<file path="config.mk">
export PLATFORM = sky130hd
export DESIGN_NAME = main_control_sequencer_flat
export DESIGN_NICKNAME = d
export VERILOG_FILES = /design/src/rtl/main_control_sequencer_if.sv /design/src/rtl/main_control_sequencer.sv /design/src/flat_wrapper.sv
export SDC_FILE = /design/constraint.sdc
export NUM_CORES = 1
export LEC_CHECK = 0
export ABC_AREA = 1
export BUFFER_PORTS_ARGS = -buffer_cell sky130_fd_sc_hd__buf_4
export CAP_MARGIN = 10
export CORE_ASPECT_RATIO = 0.9
export CORE_MARGIN = 2
export CORE_UTILIZATION = 40
export DETAILED_ROUTE_END_ITERATION = 12
export PLACE_DENSITY = 0.62
export SYNTH_ARGS = -nofsm -noshare
export SYNTH_HDL_FRONTEND = slang
export SYNTH_SLANG_ARGS = --single-unit
</file>
<file path="constraint.sdc">
create_clock -name clk -period 1.86 [get_ports clk]
set_input_delay 0.093 -clock clk [delete_from_list [all_inputs] [get_ports clk]]
set_output_delay 0.093 -clock clk [all_outputs]
set_load 0.05 [all_outputs]
</file>
<file path="src/rtl/main_control_sequencer_if.sv">
// ============================================================================
// Module  : main_control_sequencer_if
// Brief   : Control bus between the main control sequencer and the datapath.
// Revision: 1.0 - initial release
// ============================================================================
`default_nettype none

interface main_control_sequencer_if #(
    parameter int RETIRE_W = 16
);
    logic [3:0]          OPcode;
    logic                mem_ack;
    logic                resume;
    logic [8:0]          CONTROL_PIPE;
    logic [1:0]          ALU_OPcode;
    logic                pc_en;
    logic                halted;
    logic                bus_err;
    logic [RETIRE_W-1:0] retired;

    modport master (
        input  OPcode, mem_ack, resume,
        output CONTROL_PIPE, ALU_OPcode, pc_en, halted, bus_err, retired
    );

    modport slave (
        output OPcode, mem_ack, resume,
        input  CONTROL_PIPE, ALU_OPcode, pc_en, halted, bus_err, retired
    );
endinterface

`default_nettype wire

</file>
<file path="src/rtl/main_control_sequencer.sv">
// ============================================================================
// Module  : main_control_sequencer
// Brief   : Opcode decode plus boot/memory-wait/halt/trap sequencing.
// Revision: 1.0 - initial release
// ============================================================================
`default_nettype none

module main_control_sequencer #(
    parameter int MEM_TIMEOUT = 15,
    parameter int RETIRE_W    = 16
) (
    input  wire logic               clk,
    input  wire logic               rst_n,
    main_control_sequencer_if.master bus
);

    typedef enum logic [2:0] {
        ST_BOOT     = 3'd0,
        ST_RUN      = 3'd1,
        ST_MEM_WAIT = 3'd2,
        ST_HALT     = 3'd3,
        ST_TRAP     = 3'd4
    } state_t;

    localparam logic [7:0] c_TIMEOUT   = 8'(MEM_TIMEOUT);
    // Strips write_enable (bit7) and mem_to_reg (bit6) while memory is pending
    localparam logic [8:0] c_WAIT_MASK = 9'h13F;

    state_t              r_state;
    state_t              w_next;
    logic [7:0]          r_wait_cnt;
    logic [7:0]          w_wait_cnt_next;
    logic [RETIRE_W-1:0] r_retired;

    logic [8:0] w_dec_ctrl;
    logic [1:0] w_dec_alu;
    logic       w_is_mem;
    logic       w_is_halt;

    logic [8:0] w_ctrl;
    logic [1:0] w_alu;
    logic       w_pc_en;
    logic       w_retire;

    always_comb begin
        w_dec_ctrl = 9'h000;
        w_dec_alu  = 2'b00;
        w_is_mem   = 1'b0;
        w_is_halt  = 1'b0;
        case (bus.OPcode)
            4'b0000: begin w_dec_ctrl = 9'h0D4; w_dec_alu = 2'b10; w_is_mem = 1'b1; end
            4'b0001: begin w_dec_ctrl = 9'h018; w_dec_alu = 2'b10; w_is_mem = 1'b1; end
            4'b1010: begin w_dec_ctrl = 9'h090; w_dec_alu = 2'b10; end
            4'b1011: begin w_dec_ctrl = 9'h002; w_dec_alu = 2'b01; end
            4'b1100: begin w_dec_ctrl = 9'h100; w_dec_alu = 2'b01; end
            4'b1101: begin w_dec_ctrl = 9'h001; w_dec_alu = 2'b00; end
            4'b1110: begin w_dec_ctrl = 9'h000; w_dec_alu = 2'b00; end
            4'b1111: begin w_is_halt = 1'b1; end
            default: begin w_dec_ctrl = 9'h0A0; w_dec_alu = 2'b00; end
        endcase
    end

    always_comb begin
        w_next          = r_state;
        w_wait_cnt_next = r_wait_cnt;
        w_ctrl          = 9'h000;
        w_alu           = 2'b00;
        w_pc_en         = 1'b0;
        w_retire        = 1'b0;
        case (r_state)
            ST_BOOT: begin
                w_next = ST_RUN;
            end
            ST_RUN: begin
                if (w_is_halt) begin
                    w_next   = ST_HALT;
                    w_retire = 1'b1;
                end else if (w_is_mem && !bus.mem_ack) begin
                    w_ctrl          = w_dec_ctrl & c_WAIT_MASK;
                    w_alu           = w_dec_alu;
                    w_wait_cnt_next = 8'd1;
                    w_next          = ST_MEM_WAIT;
                end else begin
                    w_ctrl   = w_dec_ctrl;
                    w_alu    = w_dec_alu;
                    w_pc_en  = 1'b1;
                    w_retire = 1'b1;
                end
            end
            ST_MEM_WAIT: begin
                w_alu = w_dec_alu;
                // Acknowledge wins over timeout when both land on the same cycle
                if (bus.mem_ack) begin
                    w_ctrl          = w_dec_ctrl;
                    w_pc_en         = 1'b1;
                    w_retire        = 1'b1;
                    w_wait_cnt_next = 8'd0;
                    w_next          = ST_RUN;
                end else begin
                    w_ctrl = w_dec_ctrl & c_WAIT_MASK;
                    if (r_wait_cnt == c_TIMEOUT) begin
                        w_next = ST_TRAP;
                    end else begin
                        w_wait_cnt_next = r_wait_cnt + 8'd1;
                    end
                end
            end
            ST_HALT: begin
                if (bus.resume) begin
                    w_next = ST_RUN;
                end
            end
            ST_TRAP: begin
                w_next = ST_TRAP;
            end
            default: begin
                w_next = ST_BOOT;
            end
        endcase
    end

    always_ff @(posedge clk or negedge rst_n) begin
        if (!rst_n) begin
            r_state    <= ST_BOOT;
            r_wait_cnt <= 8'd0;
            r_retired  <= '0;
        end else begin
            r_state    <= w_next;
            r_wait_cnt <= w_wait_cnt_next;
            if (w_retire) begin
                r_retired <= r_retired + 1'b1;
            end
        end
    end

    assign bus.CONTROL_PIPE = w_ctrl;
    assign bus.ALU_OPcode   = w_alu;
    assign bus.pc_en        = w_pc_en;
    assign bus.halted       = (r_state == ST_HALT);
    assign bus.bus_err      = (r_state == ST_TRAP);
    assign bus.retired      = r_retired;

endmodule

`default_nettype wire
</file>
<file path="src/flat_wrapper.sv">
// flat-port wrapper written by rule: the top's interface ports become plain ports
module main_control_sequencer_flat 
#(
    parameter int MEM_TIMEOUT = 15,
    parameter int RETIRE_W    = 16
)
  (clk, rst_n, bus_OPcode, bus_mem_ack, bus_resume, bus_CONTROL_PIPE, bus_ALU_OPcode, bus_pc_en, bus_halted, bus_bus_err, bus_retired);
  main_control_sequencer_if #(.RETIRE_W(RETIRE_W)) bus_i ();
  input  wire logic clk;
  input  wire logic rst_n;
  input wire logic [$bits(bus_i.OPcode)-1:0] bus_OPcode;
  input wire logic [$bits(bus_i.mem_ack)-1:0] bus_mem_ack;
  input wire logic [$bits(bus_i.resume)-1:0] bus_resume;
  output wire logic [$bits(bus_i.CONTROL_PIPE)-1:0] bus_CONTROL_PIPE;
  output wire logic [$bits(bus_i.ALU_OPcode)-1:0] bus_ALU_OPcode;
  output wire logic [$bits(bus_i.pc_en)-1:0] bus_pc_en;
  output wire logic [$bits(bus_i.halted)-1:0] bus_halted;
  output wire logic [$bits(bus_i.bus_err)-1:0] bus_bus_err;
  output wire logic [$bits(bus_i.retired)-1:0] bus_retired;
  assign bus_i.OPcode = bus_OPcode;
  assign bus_i.mem_ack = bus_mem_ack;
  assign bus_i.resume = bus_resume;
  assign bus_CONTROL_PIPE = bus_i.CONTROL_PIPE;
  assign bus_ALU_OPcode = bus_i.ALU_OPcode;
  assign bus_pc_en = bus_i.pc_en;
  assign bus_halted = bus_i.halted;
  assign bus_bus_err = bus_i.bus_err;
  assign bus_retired = bus_i.retired;
  main_control_sequencer #(.MEM_TIMEOUT(MEM_TIMEOUT), .RETIRE_W(RETIRE_W)) u_core (.clk(clk), .rst_n(rst_n), .bus(bus_i));
endmodule
</file>
==> results of run 1 <==
[worst max-delay path by stage]
stage | from | endpoint | slack [ps] | cells past startpoint
after floorplan | u_core.r_state[0] | bus_CONTROL_PIPE[0] | -430 | 5
after global placement | u_core.bus.retired[0] | u_core.bus.retired[12] | 370 | 8
after detailed placement | u_core.bus.retired[0] | u_core.bus.retired[12] | 320 | 8
after CTS | u_core.r_state[0] | bus_ALU_OPcode[0] | 100 | 6
after global routing | u_core.r_state[1] | bus_CONTROL_PIPE[7] | 1 | 8
final | u_core.r_state[0] | bus_CONTROL_PIPE[8] | 140 | 6
[report_power, final]
| part | internal [mW] | switching (mW) | leakage [nW] | total, mW |
|---|---|---|---|---|
| combinational | 0.555 | 1.45 | 0.736 | 2.00 |
| sequential | 0.755 | 0.201 | 0.342 | 0.956 |
| clock | 0.154 | 0.193 | 0.0228 | 0.346 |
[critical path, cell delays in order, from the launching register on]
cell and delay, ps:
sky130_fd_sc_hd__dfrtp_1 450, sky130_fd_sc_hd__inv_2 90, sky130_fd_sc_hd__nand3_2 120, sky130_fd_sc_hd__nand2_1 140, sky130_fd_sc_hd__inv_1 100, sky130_fd_sc_hd__nor4_1 200
sky130_fd_sc_hd__buf_4 250
[cell type report]
| type | count | area [um2] | area share (%) |
|---|---|---|---|
| multi-input combinational | 193 | 962.2 | 44.22 |
| tap | 62 | 77.57 | 3.565 |
| clock buffer | 4 | 45.04 | 2.070 |
| inverter | 34 | 127.6 | 5.865 |
| timing repair buffer | 38 | 287.8 | 13.23 |
| sequential | 27 | 675.6 | 31.05 |
[metal layers]
metal	wire length, um	vias up
met1	2112	702
met4	62	0
met5	0	-
met3	124	5
li1	-	897
met2	1706	28
[placed cells by master (no fill, tap or decap)]
master | synthesis | routed
sky130_fd_sc_hd__a21oi_2 | 0 | 1
sky130_fd_sc_hd__or2_2 | 1 | 1
sky130_fd_sc_hd__a31oi_1 | 1 | 1
sky130_fd_sc_hd__o21ai_0 | 9 | 9
sky130_fd_sc_hd__inv_1 | 29 | 29
sky130_fd_sc_hd__nor2_2 | 1 | 1
sky130_fd_sc_hd__o21bai_1 | 1 | 1
sky130_fd_sc_hd__nor4_1 | 2 | 2
sky130_fd_sc_hd__o21a_1 | 1 | 1
sky130_fd_sc_hd__buf_4 | 1 | 37
sky130_fd_sc_hd__a21o_1 | 1 | 1
sky130_fd_sc_hd__o21ai_1 | 2 | 2
sky130_fd_sc_hd__nor2_1 | 30 | 30
sky130_fd_sc_hd__nand3_2 | 4 | 4
sky130_fd_sc_hd__nor3_2 | 0 | 1
sky130_fd_sc_hd__nand2_2 | 6 | 6
sky130_fd_sc_hd__o21ai_2 | 2 | 2
sky130_fd_sc_hd__clkbuf_8 | 0 | 3
sky130_fd_sc_hd__nor3b_1 | 1 | 1
sky130_fd_sc_hd__nand4_1 | 11 | 11
sky130_fd_sc_hd__a21oi_1 | 4 | 3
sky130_fd_sc_hd__nand2_4 | 2 | 2
sky130_fd_sc_hd__xnor2_1 | 1 | 1
sky130_fd_sc_hd__dfrtp_1 | 27 | 27
sky130_fd_sc_hd__dlygate4sd3_1 | 0 | 1
sky130_fd_sc_hd__nor3_1 | 5 | 4
sky130_fd_sc_hd__nand3_1 | 17 | 17
sky130_fd_sc_hd__nand2_1 | 81 | 81
sky130_fd_sc_hd__clkbuf_1 | 0 | 1
sky130_fd_sc_hd__xor2_1 | 8 | 8
sky130_fd_sc_hd__ha_1 | 2 | 2
sky130_fd_sc_hd__inv_2 | 5 | 5
[through the flow]
stage	total power [mW]	util (%)	setup slack, ps
floorplan	2.516	-	-431.4
global placement	2.954	48.40	365.0
detailed placement	2.975	48.40	323.7
CTS	3.328	49.66	97.94
global route	3.576	49.74	1.080
finish	3.307	49.74	144.3
[sequential cells by signal, summed over array words and instances, names as in the netlist]
name and count:
u_core.bus.retired 16, u_core.r_wait_cnt 8, u_core.r_state 3
[timing repair]
| item | in CTS | in global routing |
|---|---|---|
| setup endpoints to repair | 0 | 2 |
| resized for setup | 0 | 1 |
| hold buffers | 1 | 0 |
| endpoints found under the hold margin | 27 | 0 |
[cells by family (layout without fill, tap and decap cells)]
| kind of cell | after synthesis | after routing | synth area share, % |
|---|---|---|---|
| simple gates | 161 | 161 | 40.67 |
| buf+inv | 37 | 76 | 9.014 |
| flops | 27 | 27 | 37.74 |
| compound gates | 21 | 21 | 6.779 |
| xor+xnor | 9 | 9 | 4.403 |
| fa+ha+maj | 2 | 2 | 1.397 |
==> impl_summary.log, run 1 <==
[metrics] worst max-slew margin expressed relative to the limit: 75.00%
[metrics] dominant cells by area after synthesis: sky130_fd_sc_hd__dfrtp_1 38%, sky130_fd_sc_hd__nand2_1 17%, sky130_fd_sc_hd__nor2_1 6.3%
[metrics] period utilisation layout: 92.24%
[metrics] met1 Usage GRT: 26.21%
[metrics] met3 Usage GRT: 1.791%
[metrics] post-synthesis sequential element count: 27
[metrics] post-CTS setup buffer count: 0
[metrics] total inserted antenna cells: 0
[metrics] Die Ht: 67.47 um
[metrics] NumNets Final: 307
[metrics] Arr. time, crit path: 1620 ps
[metrics] Port-buffer cells: 37
[metrics] cell at the root of the clock tree: sky130_fd_sc_hd__clkbuf_8
[metrics] Synthesized Nets: 267
[metrics] Layout Cells excl Fill: 358
[metrics] number of DRC markers after the initial detailed-route iteration: 141
[metrics] largest area contributor in the synthesized netlist: sky130_fd_sc_hd__dfrtp_1
[metrics] hold endpoint: u_core.r_wait_cnt[1]
[metrics] global-route track usage on met2: 26.33%
[metrics] largest fanout on the critical path: 5
[metrics] path depth of the worst reg2reg path: 8
[metrics] final setup violating endpoints: 0
[metrics] global router's overall resource usage: 17.58%
[metrics] smallest hold slack: 182.4 ps
[metrics] sequential area share after synthesis: 37.74%
[metrics] cell total after placement: 353
[metrics] largest net degree at the start of global routing: 28
[metrics] critical path endpoint category: primary output
[metrics] count of distinct cell types in the synthesized netlist: 29
[metrics] antenna violations before repair: 0
[metrics] DIE WIDTH: 74.53 um
[metrics] most crowded layer after global routing: met2
[metrics] layout cells sized above 1: 21.28%
[metrics] Worst Skew: 6.051 ps
[metrics] remaining design rule violation count: 0
[metrics] number of enable-type register cells in the synthesized netlist: 0
[metrics] most instantiated flip-flop cell in the synthesis netlist: sky130_fd_sc_hd__dfrtp_1
[metrics] max-slew violation count: 0
[metrics] leakage component of the power: 1.101 nW
[metrics] synthesized area divided by synthesized cell count: 6.967 um2
[metrics] count of final hold-check violations: 0
[metrics] Design Area, Final: 2176 um2
[metrics] most frequent cell after synthesis: sky130_fd_sc_hd__nand2_1
[metrics] count of synthesis-stage warnings from yosys: 0
[metrics] worst hold path class: in2reg
[metrics] final routed wirelength across all metal layers: 4.005 mm
[metrics] # fillers: 454
[metrics] placed inst area: 2117 um2
[metrics] PwrDens: 1520 nW/um2
[metrics] setup repair after global routing missed its margin: no
[metrics] clock tree from TritonCTS: built
[metrics] Total Neg Setup Slack: 0 ps
[metrics] pin slew with the least headroom to its limit: 371.1 ps
[metrics] Clock Pin Slew Worst Setup and Hold Paths: 90 ps
[metrics] initial cell density of the core: 40.93%
[metrics] R2R Path End: u_core.bus.retired[12]
[metrics] I/O pin total: 38
[metrics] global-route congestion overflow total: 0
[metrics] Worst Setup Path Type: reg2out
[metrics] full die area: 5028 um2
[metrics] H-tree lvl count: 1
[metrics] via count of the routed design: 1,632
[metrics] minimum setup slack among reg-to-reg paths: 300 ps
[metrics] leading post-synthesis cells by instance count: 81 x sky130_fd_sc_hd__nand2_1, 30 x sky130_fd_sc_hd__nor2_1, 29 x sky130_fd_sc_hd__inv_1, 27 x sky130_fd_sc_hd__dfrtp_1, 17 x sky130_fd_sc_hd__nand3_1
[metrics] Maximum Capacitance Violations: 0
[metrics] Sinks on Clock Net: 27
[metrics] FF-to-FF Start: u_core.bus.retired[0]
[metrics] clock period minus final worst setup slack: 1716 ps
[metrics] remaining antenna violation count after routing: 0
[metrics] netlist area before placement: 1790 um2
[metrics] via count of the first global-routing pass: 1,494
[metrics] worst voltage drop across the vdd grid: 588.9 uV
[metrics] Detail Placement HPWL: 3.045 mm
[metrics] area share of the largest cell type after synthesis: 37.74%
[metrics] Max Freq: 0.5829 GHz
[metrics] Final Wtd Congestion: 0.8357
[metrics] startpoint of the worst hold path: bus_mem_ack
[metrics] placeable core region: 4374 um2
[metrics] std cell rows: 23
[metrics] endpoint required time on the critical path: 1770 ps
[metrics] vias per cell: 4.559
[metrics] growth of design area from synthesis to finish: 21.52%
[metrics] first-pass GRT wire length: 6.810 mm
[metrics] detailed-router iteration count before antenna repair: 5
[metrics] number of cells produced by synthesis: 257
[metrics] DR WL/cell: 11.19 um
[metrics] number of buffers created by CTS: 3
[metrics] startpoint type of the worst setup path: flip-flop
[metrics] run status: finished, final reports clean
[metrics] asr flop ratio synth: 100.0%
[metrics] Hold Path Depth: 4
[metrics] maximum buffer depth of the clock tree: 2
[metrics] later-pin clock latency in the skew report: 280 ps
Note: power is estimated with default switching activity, not from simulation.
==> inputs of run 2 (changes only) <==
ABC_AREA = unset   (was 1)
REMOVE_ABC_BUFFERS = 1   (was unset)
clock period = 1.95 ns   (was 1.86 ns; I/O delays follow)
==> run 2 against run 1 <==
Against the previous run: clock skew down 4.2 ps; setup slack worse by 76 ps; critical path depth down 1; global-route usage down 0.97 points; combinational power down 38%; power down 28%; core utilization up 1.9 points; non-clock buffer count up 7; worst hold slack worse by 53 ps; critical path type unchanged.
==> impl_summary.log, run 2 <==
[metrics] critical path endpoint category: primary output (unchanged)
[metrics] number of buffers created by CTS: 3 (unchanged)
[metrics] cell total after placement: 256 (was 353)
[metrics] pre-CTS setup slack: 195.9 ps (was 323.7 ps)
[metrics] count of synthesis-stage warnings from yosys: 0 (unchanged)
[metrics] antenna violations before repair: 0 (unchanged)
[metrics] Final Wtd Congestion: 0.8464 (was 0.8357)
[metrics] area share of the largest cell type after synthesis: 41.03% (was 37.74%)
[metrics] cell family contributing the most delay on the critical path: simple AND/OR/NAND/NOR gates (unchanged)
[metrics] placeable core region: 4019 um2 (was 4374 um2)
[metrics] I/O pin total: 38 (unchanged)
[metrics] final routed wirelength across all metal layers: 3.815 mm (was 4.005 mm)
[metrics] largest fanout on the critical path: 5 (unchanged)
[metrics] Worst Skew: 1.802 ps (was 6.051 ps)
[metrics] later-pin clock latency in the skew report: 270 ps (was 280 ps)
[metrics] top library cells by usage in the layout, fill and taps aside: 42 x sky130_fd_sc_hd__buf_4, 25 x sky130_fd_sc_hd__dfrtp_1, 19 x sky130_fd_sc_hd__nand2_1 (was 81 x sky130_fd_sc_hd__nand2_1, 37 x sky130_fd_sc_hd__buf_4, 30 x sky130_fd_sc_hd__nor2_1)
[metrics] Max Freq: 0.5314 GHz
[metrics] final setup margin: 68.22 ps (was 144.3 ps)
[metrics] pin slew with the least headroom to its limit: 431.9 ps (was 371.1 ps)
[metrics] maximum buffer depth of the clock tree: 2 (unchanged)
[metrics] detailed-router iteration count before antenna repair: 4 (was 5)
[metrics] remaining design rule violation count: 0 (unchanged)
[metrics] sequential area share after synthesis: 41.03% (was 37.74%)
[metrics] first-pass GRT wire length: 6.223 mm (was 6.810 mm)
[metrics] dominant cells by area after synthesis: sky130_fd_sc_hd__dfrtp_1 41%, sky130_fd_sc_hd__xnor2_1 4.8%, sky130_fd_sc_hd__nand2_1 4.3% (was sky130_fd_sc_hd__dfrtp_1 38%, sky130_fd_sc_hd__nand2_1 17%, sky130_fd_sc_hd__nor2_1 6.3%)
[metrics] global-route track usage on met2: 29.75% (was 26.33%)
[metrics] Layout Cells excl Fill: 265 (was 358)
[metrics] count of distinct cell types in the synthesized netlist: 47 (was 29)
[metrics] NumNets Final: 228 (was 307)
[metrics] endpoint required time on the critical path: 1850 ps (was 1770 ps)
[metrics] cell at the root of the clock tree: sky130_fd_sc_hd__clkbuf_8 (unchanged)
[metrics] layout cells sized above 1: 30.88% (was 21.28%)
[metrics] smallest hold slack: 129.6 ps (was 182.4 ps)
[metrics] vias per cell: 5.660 (was 4.559)
[metrics] Sinks on Clock Net: 27 (unchanged)
[metrics] H-tree lvl count: 1 (unchanged)
[metrics] period utilisation layout: 96.50%
[metrics] DR WL/cell: 14.40 um (was 11.19 um)
[metrics] most frequent cell after synthesis: sky130_fd_sc_hd__dfrtp_1 (was sky130_fd_sc_hd__nand2_1)
[metrics] via count of the routed design: 1,500 (was 1,632)
[metrics] growth of design area from synthesis to finish: 26.06% (was 21.52%)
[metrics] number of enable-type register cells in the synthesized netlist: 0 (unchanged)
[metrics] Die Ht: 64.87 um (was 67.47 um)
[metrics] library cell contributing the largest single delay on the critical path: sky130_fd_sc_hd__dfrtp_2 (was sky130_fd_sc_hd__dfrtp_1)
[metrics] Design Area, Final: 2076 um2 (was 2176 um2)
[metrics] run status: finished, final reports clean (unchanged)
[metrics] Largest stage delay, worst path: 430 ps (was 450 ps)
[metrics] number of cells produced by synthesis: 178 (was 257)
[metrics] most crowded layer after global routing: met2 (unchanged)
[metrics] final setup violating endpoints: 0 (unchanged)
[metrics] DIE WIDTH: 71.63 um (was 74.53 um)
[metrics] Total Power: 2.374 mW (was 3.307 mW)
[metrics] minimum setup slack among reg-to-reg paths: 230 ps (was 300 ps)
[metrics] startpoint type of the worst setup path: flip-flop (unchanged)
[metrics] Worst Setup Path Type: reg2out (unchanged)
[metrics] number of DRC markers after the initial detailed-route iteration: 84 (was 141)
[metrics] std cell rows: 22 (was 23)
[metrics] Clock Pin Slew Worst Setup and Hold Paths: 90 ps (about the same)
[metrics] worst hold path class: in2reg (unchanged)
[metrics] Arr. time, crit path: 1780 ps (was 1620 ps)
[metrics] most instantiated flip-flop cell in the synthesis netlist: sky130_fd_sc_hd__dfrtp_1 (unchanged)
[metrics] met3 Usage GRT: 3.266% (was 1.791%)
[metrics] count of final hold-check violations: 0 (unchanged)
[metrics] Maximum Capacitance Violations: 0 (unchanged)
[metrics] asr flop ratio synth: 100.0% (unchanged)
[metrics] Port-buffer cells: 37 (unchanged)
[metrics] via count of the first global-routing pass: 1,412 (was 1,494)
[metrics] largest net degree at the start of global routing: 28 (unchanged)
[metrics] worst voltage drop across the vdd grid: 1244 uV (was 588.9 uV)
[metrics] clock tree from TritonCTS: built (unchanged)
[metrics] total inserted antenna cells: 0 (unchanged)
[metrics] global router's overall resource usage: 16.61% (was 17.58%)
[metrics] critical path buffer and inverter count: 1 (was 3)
[metrics] max reg flops: 16 (unchanged)
[metrics] post-synthesis sequential element count: 27 (unchanged)
[metrics] leakage component of the power: 0.9633 nW (was 1.101 nW)
[metrics] netlist area before placement: 1647 um2 (was 1790 um2)
[metrics] placed inst area: 1943 um2 (was 2117 um2)
[metrics] remaining antenna violation count after routing: 0 (unchanged)
[metrics] largest area contributor in the synthesized netlist: sky130_fd_sc_hd__dfrtp_1 (unchanged)
[metrics] full die area: 4646 um2 (was 5028 um2)
[metrics] initial cell density of the core: 40.97% (was 40.93%)
[metrics] Detail Placement HPWL: 2.739 mm (was 3.045 mm)
[metrics] synthesized area divided by synthesized cell count: 9.250 um2 (was 6.967 um2)
[metrics] global-route congestion overflow total: 0 (unchanged)
[metrics] PwrDens: 1144 nW/um2 (was 1520 nW/um2)
[metrics] leading post-synthesis cells by instance count: 27 x sky130_fd_sc_hd__dfrtp_1, 19 x sky130_fd_sc_hd__nand2_1, 12 x sky130_fd_sc_hd__nand3_1, 11 x sky130_fd_sc_hd__nor3_1, 10 x sky130_fd_sc_hd__nor2_1 (was 81 x sky130_fd_sc_hd__nand2_1, 30 x sky130_fd_sc_hd__nor2_1, 29 x sky130_fd_sc_hd__inv_1, 27 x sky130_fd_sc_hd__dfrtp_1, 17 x sky130_fd_sc_hd__nand3_1)
[metrics] cell breakdown of the critical path: and2b_2, a21oi_1, or2_2, nor3_1, buf_4 (was inv_2, nand3_2, nand2_1, inv_1, nor4_1, buf_4)
[metrics] met1 Usage GRT: 20.14% (was 26.21%)
[metrics] most common library cell in the layout ignoring fill and taps: sky130_fd_sc_hd__buf_4 (was sky130_fd_sc_hd__nand2_1)
[metrics] worst max-slew margin expressed relative to the limit: 71.20% (was 75.00%)
[metrics] max-slew violation count: 0 (unchanged)
[metrics] clock period minus final worst setup slack: 1882 ps
==> run 2: cell types whose count changed after synthesis, sizes merged, moves of 4 or more <==
cell	delta
and3	+5
nor3	+6
xnor2	+8
inv	-33
nand2b	+4
nor2	-21
nand3	-9
and4	+4
nand2	-70
a21oi	+4
o21ai	-8
clkbuf	+5
==> run 2: through the flow <==
stage | setup TNS, ps | utilization (%)
floorplan | -3435 | -
global placement | 0 | 48.35
detailed placement | 0 | 48.35
CTS | 0 | 50.65
global route | -44.49 | 51.65
finish | 0 | 51.65
==> run 2: repair_timing <==
action                                 in CTS  in global routing
pin swaps                                   0                  0
hold buffers                                1                  0
endpoints found under the hold margin      27                  0
buffers inserted                            3                  1
setup endpoints to repair                   5                  5
resized for setup                           4                  5
==> run 2: cell families after synthesis <==
kind of cell / after synthesis / share of synthesized area (%)
buffers and inverters: 11 / 4.102
flip-flops: 27 / 41.03
XOR/XNOR: 15 / 7.979
AND/OR/NAND/NOR: 93 / 32.75
AO/OA/AOI/OAI: 30 / 12.61
adder cells (fa/ha/maj): 2 / 1.520
==> run 2: cell type report <==
cell class / count / area [um2]
multi-input combinational: 140 / 935.9
clock inverter: 1 / 7.507
timing repair buffer: 45 / 349.1
inverter: 1 / 3.754
fill: 386 / 1943
clock buffer: 3 / 41.29
tap: 48 / 60.06
sequential: 27 / 678.2
==> run 2: path summary, 6_finish.rpt <==
| kind | from | to | cells after the start |
|---|---|---|---|
| max | u_core.r_state[0] | bus_CONTROL_PIPE[2] | 5 |
| min | bus_mem_ack | u_core.r_state[0] | 3 |
| max reg2reg | u_core.r_wait_cnt[1] | u_core.r_wait_cnt[3] | 5 |
| min reg2reg | u_core.bus.retired[15] | u_core.bus.retired[15] | 1 |
| max in group asynchronous | rst_n | u_core.r_state[1] | 2 |
| min in group asynchronous | rst_n | u_core.r_wait_cnt[7] | 2 |
==> run 2: tightest hold or removal path: stages <==
cell                     delay (ps)
sky130_fd_sc_hd__buf_4          130
sky130_fd_sc_hd__nor2_1          50
sky130_fd_sc_hd__nor2_1          80
==> run 2: layer usage <==
metal  vias up  share of wire, %
met2        25                51
met4         0               1.5
met3         8               3.1
met1       731                44
li1        736                 -
met5         -                 0
==> run 2: power breakdown <==
group | switching (mW) | total [mW] | internal [mW]
clock | 0.171 | 0.316 | 0.145
combinational | 0.811 | 1.24 | 0.428
sequential | 0.148 | 0.819 | 0.671
==> inputs of run 3 (changes only) <==
SETUP_SLACK_MARGIN = 0.4   (was unset)
==> run 3 against run 2 <==
Against the previous run: worst hold slack better by 23 ps; highest routed layer unchanged; largest power group unchanged; via count up 13%; global-route usage up 4.0 points; routed wire length up 35%; largest cell class unchanged; count of clock-buffer cells in the layout unchanged; clock skew about the same; critical path depth unchanged; critical endpoint is now bus_CONTROL_PIPE[7]; register-to-register slack worse by 70 ps.
==> impl_summary.log, run 3 (same netlist as run 2, synthesis figures left out) <==
[metrics] launch point of the critical path: u_core.r_state[0] (unchanged)
[metrics] pin slew with the least headroom to its limit: 437.9 ps (was 431.9 ps)
[metrics] global router's overall resource usage: 20.64% (was 16.61%)
[metrics] pre-CTS setup slack: 195.9 ps (unchanged)
[metrics] layout cells sized above 1: 53.41% (was 30.88%)
[metrics] leakage component of the power: 1.197 nW (was 0.9633 nW)
[metrics] cell at the root of the clock tree: sky130_fd_sc_hd__clkbuf_8 (unchanged)
[metrics] worst hold path class: in2reg (unchanged)
[metrics] smallest hold slack: 152.3 ps (was 129.6 ps)
[metrics] vias per cell: 5.724 (was 5.660)
[metrics] initial cell density of the core: 40.97% (unchanged)
[metrics] Final Wtd Congestion: 0.8464 (unchanged)
[metrics] maximum buffer depth of the clock tree: 2 (unchanged)
[metrics] antenna violations before repair: 0 (unchanged)
[metrics] largest fanout on the critical path: 5 (unchanged)
[metrics] multi-input combinational cell area: 1225 um2 (was 935.9 um2)
[metrics] # fillers: 298 (was 386)
[metrics] clock period minus final worst setup slack: 1813 ps (was 1882 ps)
[metrics] placeable core region: 4019 um2 (unchanged)
[metrics] DR WL/cell: 17.40 um (was 14.40 um)
[metrics] Die Ht: 64.87 um (unchanged)
[metrics] final setup margin: 137.0 ps (was 68.22 ps)
[metrics] NumNets Final: 260 (was 228)
[metrics] FF-to-FF Start: u_core.r_state[1] (was u_core.r_wait_cnt[1])
[metrics] Worst Setup Path Type: reg2out (unchanged)
[metrics] worst max-slew margin expressed relative to the limit: 70.73% (was 71.20%)
[metrics] endpoint required time on the critical path: 1850 ps (about the same)
[metrics] first-pass GRT wire length: 7.590 mm (was 6.223 mm)
[metrics] PwrDens: 1133 nW/um2 (was 1144 nW/um2)
[metrics] final routed wirelength across all metal layers: 5.168 mm (was 3.815 mm)
[metrics] DIE WIDTH: 71.63 um (unchanged)
[metrics] full die area: 4646 um2 (unchanged)
[metrics] most common library cell in the layout ignoring fill and taps: sky130_fd_sc_hd__buf_4 (unchanged)
[metrics] total inserted antenna cells: 0 (unchanged)
[metrics] endpoint of the worst setup timing path: bus_CONTROL_PIPE[7] (was bus_CONTROL_PIPE[2])
[metrics] top library cells by usage in the layout, fill and taps aside: 44 x sky130_fd_sc_hd__buf_4, 27 x sky130_fd_sc_hd__buf_6, 23 x sky130_fd_sc_hd__dfrtp_1 (was 42 x sky130_fd_sc_hd__buf_4, 25 x sky130_fd_sc_hd__dfrtp_1, 19 x sky130_fd_sc_hd__nand2_1)
[metrics] global-route congestion overflow total: 0 (unchanged)
[metrics] path depth of the worst reg2reg path: 11 (was 5)
[metrics] number of DRC markers after the initial detailed-route iteration: 119 (was 84)
[metrics] Max Freq: 0.5516 GHz (was 0.5314 GHz)
[metrics] remaining antenna violation count after routing: 0 (unchanged)
[metrics] remaining design rule violation count: 0 (unchanged)
[metrics] largest net degree at the start of global routing: 28 (unchanged)
[metrics] Port-buffer cells: 37 (unchanged)
[metrics] Arr. time, crit path: 1720 ps (was 1780 ps)
[metrics] later-pin clock latency in the skew report: 280 ps (was 270 ps)
[metrics] max-slew violation count: 0 (unchanged)
[metrics] number of buffers created by CTS: 3 (unchanged)
[metrics] I/O pin total: 38 (unchanged)
[metrics] period utilisation layout: 92.97% (was 96.50%)
[metrics] Maximum Capacitance Violations: 0 (unchanged)
[metrics] storage element area: 680.7 um2 (was 678.2 um2)
[metrics] count of final hold-check violations: 0 (unchanged)
[metrics] R2R Path End: u_core.r_state[1] (was u_core.r_wait_cnt[3])
[metrics] setup repair after global routing missed its margin: yes
[metrics] worst voltage drop across the vdd grid: 1427 uV (was 1244 uV)
[metrics] std cell rows: 22 (unchanged)
[metrics] clock tree from TritonCTS: built (unchanged)
[metrics] Clock Pin Slew Worst Setup and Hold Paths: 100 ps (was 90 ps)
[metrics] startpoint of the worst hold path: bus_mem_ack (unchanged)
[metrics] startpoint type of the worst setup path: flip-flop (unchanged)
[metrics] Worst Skew: 1.789 ps (was 1.802 ps)
[metrics] final setup violating endpoints: 0 (unchanged)
[metrics] Sinks on Clock Net: 27 (unchanged)
[metrics] Detail Placement HPWL: 2.739 mm (unchanged)
[metrics] growth of design area from synthesis to finish: 64.97% (was 26.06%)
[metrics] critical path endpoint category: primary output (unchanged)
[metrics] max reg flops: 16 (unchanged)
[metrics] via count of the first global-routing pass: 1,614 (was 1,412)
[metrics] via count of the routed design: 1,700 (was 1,500)
[metrics] minimum setup slack among reg-to-reg paths: 160 ps (was 230 ps)
[metrics] H-tree lvl count: 1 (unchanged)
[metrics] detailed-router iteration count before antenna repair: 4 (unchanged)
[metrics] run status: finished, final reports clean (unchanged)
==> run 3: cell types whose count changed in the layout (fill, tap and decap cells not counted), moves of 4 or more <==
cell                      delta
sky130_fd_sc_hd__buf_6      +26
sky130_fd_sc_hd__nor3_1      -8
sky130_fd_sc_hd__nor3_4      +6
sky130_fd_sc_hd__nand3_1     -4
==> run 3: critical path, stage by stage (launching register included) <==
cell and delay [ps]:
sky130_fd_sc_hd__dfrtp_2 450, sky130_fd_sc_hd__and2b_2 270, sky130_fd_sc_hd__a32oi_1 70, sky130_fd_sc_hd__or2_4 260
sky130_fd_sc_hd__a221oi_2 200, sky130_fd_sc_hd__buf_6 190
==> run 3: area by class of cell <==
cell class | count | share of cell area, %
Clock buffer | 3 | 1.520
Clock inverter | 1 | 0.2764
Inverter | 1 | 0.1382
Multi-Input combinational cell | 141 | 45.09
Sequential cell | 27 | 25.06
Tap cell | 48 | 2.211
Timing Repair Buffer | 76 | 25.70
==> run 3: worst min-delay path by stage <==
stage / depth (start not counted) / endpoint / slack (ps)
floorplan: 0 / u_core.bus.retired[0] / -200
global placement: 1 / u_core.r_wait_cnt[7] / 30
CTS: 3 / u_core.r_state[0] / 130
detailed placement: 1 / u_core.r_wait_cnt[4] / 30
global route: 3 / u_core.r_state[0] / 140
finish: 3 / u_core.r_state[0] / 150
==> run 3: what timing repair did <==
item,4_1_cts,5_1_grt
hold buffers,1,0
setup endpoints to repair,32,40
pin swaps,11,25
setup buffers,25,9
gates resized for setup,47,52
gates cloned,1,1
endpoints found under the hold margin,27,0
==> run 3: layer usage <==
metal  up-vias  share of wire [%]  GRT usage [%]
met3         7                4.1          3.577
met2        40                 51          37.73
li1        802                  -              -
met4         0                1.2          5.189
met1       851                 43          24.98
met5         -                  0              0
==> run 3: metrics by stage <==
stage / setup TNS (ps) / area (um2) / total power [mW] / instances / util (%)
6_report: 0 / 2716 / 3.078 / 297 / 67.59
4_1_cts: 0 / 2379 / 2.717 / 287 / 59.18
3_5_place_dp: 0 / 1943 / 1.995 / 256 / 48.35
2_1_floorplan: -3435 / 1583 / 1.644 / 168 / -
3_3_place_gp: 0 / 1943 / 1.974 / 256 / 48.35
5_1_grt: 0 / 2716 / 3.230 / 297 / 67.59
==> run 3: power by group <==
part	switching (mW)	internal [mW]
clock network	0.185	0.145
registers	0.154	0.671
logic	1.09	0.834
total	1.43	1.65
